**config.mk**
```make
export PLATFORM = sky130hd
export DESIGN_NAME = uart_tx_fifo
export DESIGN_NICKNAME = d
export VERILOG_FILES = /design/src/rtl/uart_tx_fifo_pkg.sv /design/src/rtl/sync_fifo_mem.sv /design/src/rtl/uart_tx_fifo.sv
export SDC_FILE = /design/constraint.sdc
export NUM_CORES = 1
export LEC_CHECK = 0
export ABC_AREA = 1
export BUFFER_PORTS_ARGS = -buffer_cell sky130_fd_sc_hd__buf_2
export CORE_ASPECT_RATIO = 1.75
export CORE_MARGIN = 2
export CORE_UTILIZATION = 45
export DETAILED_ROUTE_END_ITERATION = 10
export PLACE_DENSITY = 0.7
export SETUP_SLACK_MARGIN = 0.3
export SYNTH_ARGS = -nofsm -noshare
export SYNTH_HDL_FRONTEND = slang
export SYNTH_SLANG_ARGS = --single-unit
```
**constraint.sdc**
```tcl
create_clock -name clk -period 3.6 [get_ports clk]
set_input_delay 0.18 -clock clk [delete_from_list [all_inputs] [get_ports clk]]
set_output_delay 0.18 -clock clk [all_outputs]
set_load 0.005 [all_outputs]
```
**src/rtl/uart_tx_fifo_pkg.sv**
```systemverilog
// Shared types and helpers for the UART transmit FIFO.
// Drain FSM encoding and pointer width derivation.
package uart_tx_fifo_pkg;

    typedef enum logic [1:0] {
        StIdle   = 2'd0,
        StSettle = 2'd1,
        StWait   = 2'd2
    } tx_state_e;

    // One extra wrap bit distinguishes full from empty.
    function automatic int unsigned ptr_width(input int unsigned depth);
        return $clog2(depth) + 1;
    endfunction

endpackage

```
**src/rtl/sync_fifo_mem.sv**
```systemverilog
// DEPTH x 8 storage array: synchronous write port, asynchronous read port.
// No reset on the array so it maps onto distributed RAM.
module sync_fifo_mem #(
    parameter int unsigned DEPTH = 16,
    parameter int unsigned AW    = $clog2(DEPTH)
) (
    input  logic          i_clk,
    input  logic          i_we,
    input  logic [AW-1:0] i_waddr,
    input  logic [7:0]    i_wdata,
    input  logic [AW-1:0] i_raddr,
    output logic [7:0]    o_rdata
);

    logic [7:0] r_mem [DEPTH];

    always_ff @(posedge i_clk) begin
        if (i_we) begin
            r_mem[i_waddr] <= i_wdata;
        end
    end

    assign o_rdata = r_mem[i_raddr];

endmodule

```
**src/rtl/uart_tx_fifo.sv**
```systemverilog
// Transmit buffer ahead of buart: accepts CPU bytes at full rate and drains
// them one at a time into the buart wr/tx_data strobe interface.
module uart_tx_fifo
    import uart_tx_fifo_pkg::*;
#(
    parameter int unsigned DEPTH = 16
) (
    input  logic                   clk,
    input  logic                   resetq,
    input  logic                   wr,
    input  logic [7:0]             wr_data,
    input  logic                   flush,
    output logic                   full,
    output logic                   empty,
    output logic [$clog2(DEPTH):0] level,
    output logic                   overflow,
    output logic                   uart_wr,
    output logic [7:0]             uart_data,
    input  logic                   uart_busy
);

    localparam int unsigned PtrW = ptr_width(DEPTH);
    localparam int unsigned AddrW = PtrW - 1;

    logic [PtrW-1:0] r_wptr;
    logic [PtrW-1:0] r_rptr;
    logic            r_overflow;
    logic            r_uart_wr;
    logic [7:0]      r_uart_data;
    tx_state_e       r_state;

    logic            w_empty;
    logic            w_full;
    logic            w_push;
    logic [7:0]      w_rdata;

    assign w_empty = (r_wptr == r_rptr);
    assign w_full  = (r_wptr[AddrW-1:0] == r_rptr[AddrW-1:0]) &&
                     (r_wptr[AddrW] != r_rptr[AddrW]);
    // full comes from registered state, so a same-cycle pop never admits a push.
    assign w_push  = wr && !w_full && !flush;

    sync_fifo_mem #(
        .DEPTH (DEPTH),
        .AW    (AddrW)
    ) u_mem (
        .i_clk   (clk),
        .i_we    (w_push),
        .i_waddr (r_wptr[AddrW-1:0]),
        .i_wdata (wr_data),
        .i_raddr (r_rptr[AddrW-1:0]),
        .o_rdata (w_rdata)
    );

    always_ff @(posedge clk or negedge resetq) begin
        if (!resetq) begin
            r_wptr     <= '0;
            r_overflow <= 1'b0;
        end else if (flush) begin
            r_wptr     <= '0;
            r_overflow <= 1'b0;
        end else begin
            if (w_push) begin
                r_wptr <= r_wptr + PtrW'(1);
            end
            if (wr && w_full) begin
                r_overflow <= 1'b1;
            end
        end
    end

    // SETTLE covers the cycle before buart raises busy in response to a strobe.
    always_ff @(posedge clk or negedge resetq) begin
        if (!resetq) begin
            r_state     <= StIdle;
            r_rptr      <= '0;
            r_uart_wr   <= 1'b0;
            r_uart_data <= 8'h00;
        end else if (flush) begin
            r_state   <= StIdle;
            r_rptr    <= '0;
            r_uart_wr <= 1'b0;
        end else begin
            r_uart_wr <= 1'b0;
            case (r_state)
                StIdle: begin
                    if (!w_empty && !uart_busy) begin
                        r_uart_data <= w_rdata;
                        r_uart_wr   <= 1'b1;
                        r_rptr      <= r_rptr + PtrW'(1);
                        r_state     <= StSettle;
                    end
                end
                StSettle: begin
                    r_state <= StWait;
                end
                StWait: begin
                    if (!uart_busy) begin
                        r_state <= StIdle;
                    end
                end
                default: begin
                    r_state <= StIdle;
                end
            endcase
        end
    end

    assign full      = w_full;
    assign empty     = w_empty;
    assign level     = r_wptr - r_rptr;
    assign overflow  = r_overflow;
    assign uart_wr   = r_uart_wr;
    assign uart_data = r_uart_data;

endmodule

```
# Word-level counts from Yosys, hierarchy flattened
# Memories as Yosys holds them, arrays and structs flattened. A register that Yosys moved wholly into a read port is not among the register bits.
# Cells that the tools add are included.
[totals] ramBits=128 mem_count=1 input_bits=13 output_inout_bits=17 reg_bits=14 latchBits=0 romBits=0
[mem_list] memory="u_mem.r_mem" words=16 word_bits=8 read_ports=1 rd_ports_with_merged_regs=1 wr=1 line_no="sync_fifo_mem.sv:15" text="logic [7:0] r_mem [DEPTH];"
[classes] shift=0 reduce_logical=18 bitwise=1 n_div=0 eq_ne=7 n_lt_le_gt_ge=0 mul=0 n_mux=16 n_addsub=3
[ops] operator="2-to-1 mux 5 bit" n=5
[ops] operator="adder 5 x 1 -> 5 bit, second input constant" n=2
[ops] operator="nonzero test 2 bit" n=4
[ops] operator="2-to-1 mux 1 bit" n=7
[ops] operator="2-to-1 mux 2 bit" n=3
[ops] operator="!= test 3 bit, second input constant" n=2
[ops] operator="one-hot mux 2 bit (3 select lines)" n=1
[ops] operator="== test 5 bit" n=1
[ops] operator="logical AND 1 bit" n=5
[ops] operator="zero test 1 bit" n=5
[ops] operator="subtractor 5 bit" n=1
[ops] operator="== test 4 bit" n=1
[ops] operator="AND reduction 2 bit" n=2
[ops] operator="AND reduction 3 bit" n=1
[ops] operator="== test 2 x 1 -> 1 bit, second input constant" n=1
[ops] operator="== test 2 bit, second input constant" n=1
[ops] operator="zero test 2 bit" n=1
[ops] operator="!= test 1 bit" n=1
[ops] operator="inverter 1 bit" n=1

# Logic depth before layout (Yosys ltp)
[logic_depth] ltp_word=7 depth_mapped=14 ltp_nobuf=11

# Cells and area by module
# From an unflattened synthesis, not the netlist that was laid out.
[unflattened] hier_cells=710 area_unflattened_um2=6934.2
[by_module_without_submodules] mod="sync_fifo_mem" area_per_inst_um2=5606.6 cells_per_inst=543 instances=1 seq_area_each_um2=3843.7
[by_module_without_submodules] mod="uart_tx_fifo" area_per_inst_um2=1327.5 cells_per_inst=167 instances=1 seq_area_each_um2=550.5

# Least setup slack after synthesis
# OpenSTA, ideal clock, no wires.
[synth_timing] path_kind="register to register" startpoint="register r_rptr[2]" endpoint="memory u_mem.r_mem[7][0] (enable)" synth_period_minus_slack_ps=2692 t_required_ps=3217 setup_time_ps=383 setup_slack_ps=908 path_stages_with_launch=11 path_buffers=1 arrival_ps=2309 path_cell_list="dfrtp_1 > clkinv_1 > clkbuf_1 > ha_1 > nand2_1 > nor2_1 > nand2_1 > nand2_1 > nor2_2 > inv_1 > nor3_1"
[synth_via] elab_chain_cells=7
[synth_lines] item="start, declared" line_no="uart_tx_fifo.sv:26" text="logic [PtrW-1:0] r_rptr;"
[synth_lines] item="start signal, assigned" line_no="uart_tx_fifo.sv:90" text="r_rptr <= r_rptr + PtrW'(1);"
[synth_lines] item="== test 4 bit" line_no="uart_tx_fifo.sv:38" text="assign w_full = (r_wptr[AddrW-1:0] == r_rptr[AddrW-1:0]) &&"
[synth_lines] item="logical AND 1 bit" line_no="uart_tx_fifo.sv:38"
[synth_lines] item="zero test 1 bit" line_no="uart_tx_fifo.sv:41" text="assign w_push = wr && !w_full && !flush;"
[synth_lines] item="logical AND 1 bit (2 in series)" line_no="uart_tx_fifo.sv:41"
[synth_lines] item="2-to-1 mux 1 bit" line_no="sync_fifo_mem.sv:18" text="if (i_we) begin"
[synth_lines] item="2-to-1 mux 1 bit (not written as such)" line_no="sync_fifo_mem.sv:19" text="r_mem[i_waddr] <= i_wdata;"
[synth_lines] item="end, declared" line_no="sync_fifo_mem.sv:15"
# No other way between the ends.

# Worst setup path in the final report
[layout_timing] startpoint="register r_rptr[3]" endpoint="memory u_mem.r_mem[13][2] (enable)"
# The elaborated chain is that of the path after synthesis.

==> results by group <==
Outcome
  • Outcome: finished, final reports clean

Global route
  • All-layer global routing usage: 0.216
  • Global-route wire length before repair: 24.9 mm
  • Vias in the first global route: 4732
  • Largest net degree at the start of global routing: 69
  • Initial antenna violation count: 0
  • Aggregate global routing overflow: 0

Drt
  • Number of nets still failing antenna checks after routing: 0
  • Detailed router's first-iteration violation count: 472
  • DRC: 0
  • Ratio of routed vias to standard cells: 5.25
  • WL final: 16.3 mm
  • Routed length per instance: 18.0 um
  • Number of vias after detailed routing: 4764
  • First-pass DRT Iterations: 5

Power and ir drop
  • Clock network fraction of total power: 0.418
  • Power density cells: 584 mW/mm^2
  • Net Switching: roughly 1.2 mW
  • Sequential share of power: 0.439
  • Static power due to leakage: 3.42 nW
  • Total internal power: between 3 and 4 mW
  • Max IR drop VDD: 0.235 mV
  • Switching power share of the total: 0.256
  • Comb power frac: 0.143

Synth
  • Post-synth top area cell: edfxtp_1
  • Synth cell types: 24
  • Seq/Total Area, Yosys: 0.653
  • Number of synthesized register bits: 150
  • Post-synth design cell area: 0.00673 mm^2
  • Nets in the synthesized netlist: 703
  • Number of cells produced by synthesis: just under 700
  • Synth area leaders: edfxtp_1, nand2_1, dfrtp_1, nand3_1, inv_1
  • Area share of the largest cell type after synthesis: 0.571
  • Synth warn: 0
  • Per-instance average area after synthesis: 9.90 um^2

Timing
  • Transition time at the pin with the least slew margin: around 0.7 ns
  • Min cycle time layout: 3.14 ns
  • Setup violators final: 0
  • Total Negative Setup Slacks: 0 ns
  • Achievable clock frequency: between 0.3 and 0.4 GHz
  • Number of hold violations in the final report: 0
  • Max Transition Viols Final: 0
  • Fin crit share: 0.873
  • Clock Skew: 0.0107 ns
  • Slew Limit Headroom: 0.532
  • Setup repair after global routing missed its margin: yes

Clock tree
  • TritonCTS Buffers: 17
  • Clock transition at the registers of the reported paths: 0.06 ns
  • Post-CTS Setup Repair Bufs: 0
  • Clock latency of the later-clocked register in the worst-skew pair: 0.42 ns
  • # H-tree levels: 4
  • Clock tree buffer depth: 2
  • CTS tree: built
  • Clk sinks: 150
  • CTS root buf: clkbuf_16

Floorplanning
  • Total core area: 0.0148 mm^2
  • I/O pins: 30
  • Height of the die: 166 um
  • Cell row count: 59
  • Area of the die: 0.0160 mm^2
  • Initial standard-cell utilization of the core: 0.456
  • Width of the chip: 96.5 um

Placement
  • Post-detailed-placement half-perimeter wirelength: 11.1 mm
  • Input/output buffers: 29
  • Routability congestion estimate: 0.956
  • Area of placed instances: 0.00705 mm^2

Worst setup path
  • Crit path cell chain: clkinv_1 > ha_1 > nand2_1 > nor2_1 > nand2_1 > nand2_1 > nor2_2 > nand2_1 > nor2_1
  • Slowest cell on the critical path: nor2_1
  • CP Class: register to register
  • CP dominant cell by count: nand2_1
  • Type of element capturing the critical path: register
  • Critical Path AT: 3.19 ns
  • Delay contributed by the slowest stage of the critical path: 0.56 ns
  • Maximum fanout along the worst path: 11
  • Worst Setup Start Kind: register
  • Critical Path RT: 3.65 ns

Layout
  • Final design utilization: 0.522
  • Most frequent cells in the layout: nand2_1, edfxtp_1, inv_1
  • Net count reported at finish: 734
  • Final antenna diode count: 0
  • Layout cell share with drive strength beyond 1: 0.116
  • Layout overhead on the synthesized area: 14.6%
  • Most common library cell in the layout ignoring fill and taps: nand2_1
  • Post-Layout Inst Area: 0.00771 mm^2

Min path
  • Type of the tightest min-delay check: input pin to register

Job
  • Max_cap viols: 0
==> path summary, 6_finish.rpt <==
kind                            slack [ns]          from  depth (start not counted)                  to
worst min-delay path                  0.03            wr                          3            overflow
worst max register to register        0.46     r_rptr[3]                          9  u_mem.r_mem[13][2]
max in group asynchronous             2.96        resetq                          2           r_rptr[0]
min in group asynchronous             0.26        resetq                          2            overflow
worst max-delay path                  0.46     r_rptr[3]                          9  u_mem.r_mem[13][2]
worst min register to register        0.47  uart_data[7]                          2        uart_data[7]
==> power by group through the flow <==
stage	sequential [mW]	combinational (mW)	clock (mW)
after floorplan	2.02	0.402	0
after global placement	2.01	0.630	0
after detailed placement	2.02	0.637	0
after global routing	1.99	0.729	1.98
final	1.98	0.644	1.88
after CTS	1.98	0.643	1.91
==> state kept, by name, summed over array words and instances (netlist names) <==
signal and count:
uart_data 8, r_wptr 5, uart_wr 1, overflow 1
u_mem.r_mem 128, r_state 2, r_rptr 5
==> per-layer routing <==
metal	share of wire	track usage	vias up
li1	-	-	2242
met1	0.36	0.233	2279
met2	0.53	0.378	183
met3	0.042	0.0390	60
met4	0.061	0.132	0
met5	0	0	-
==> final cells by class <==
type / count / area (um^2)
inverter: 114 / 428
sequential: 150 / 4400
tap: 183 / 229
clock buffer: 22 / 464
timing repair buffer: 39 / 223
clock inverter: 10 / 171
multi-input combinational: 389 / 1800
fill: 1246 / 7050
==> synth_stat cells <==
| master | instances |
|---|---|
| nand2_2 | 1 |
| clkinv_1 | 2 |
| xnor2_1 | 1 |
| nand2_1 | 222 |
| buf_1 | 3 |
| ha_1 | 9 |
| o21ai_0 | 6 |
| nor3_1 | 5 |
| edfxtp_1 | 128 |
| dfrtp_1 | 22 |
| a21oi_1 | 3 |
| xor2_2 | 1 |
| o31ai_1 | 1 |
| inv_1 | 112 |
| buf_6 | 1 |
| nor2_1 | 22 |
| nand3_1 | 105 |
| nor2_2 | 4 |
| buf_2 | 16 |
| clkbuf_1 | 7 |
| fa_1 | 1 |
| nor3_2 | 1 |
| a32o_1 | 1 |
| xor2_1 | 6 |
==> cell families after synthesis <==
family | share of synthesized area
AND/OR/NAND/NOR | 0.224
flip-flops | 0.653
buffers and inverters | 0.0827
AO/OA/AOI/OAI | 0.00929
adder cells (fa/ha/maj) | 0.0197
XOR/XNOR | 0.0115
==> per-stage QoR <==
stage | power, mW | hold WS, ns | cells | worst slack (ns)
floorplan | 2.42 | -0.116 | 680 | 0.908
global placement | 2.64 | 0.170 | 874 | 0.537
detailed placement | 2.65 | 0.184 | 874 | 0.443
CTS | 4.53 | 0.0165 | 907 | 0.398
global route | 4.70 | 0.0268 | 907 | 0.196
finish | 4.51 | 0.0259 | 907 | 0.458
==> critical path, delay by kind of cell, from the launching register on <==
| family | cells | cell delay, ns |
|---|---|---|
| adders and majority gates | 1 | 0.43 |
| DFF | 1 | 0.55 |
| buffers and inverters | 1 | 0.34 |
| and+or+nand+nor | 7 | 1.45 |
==> timing repair <==
item                                    in CTS  in global routing
resized for setup                            0                  9
hold buffers                                 1                  0
endpoints found under the setup margin       0                104
endpoints found under the hold margin       22                  0
(Power assumes the default switching activity.)
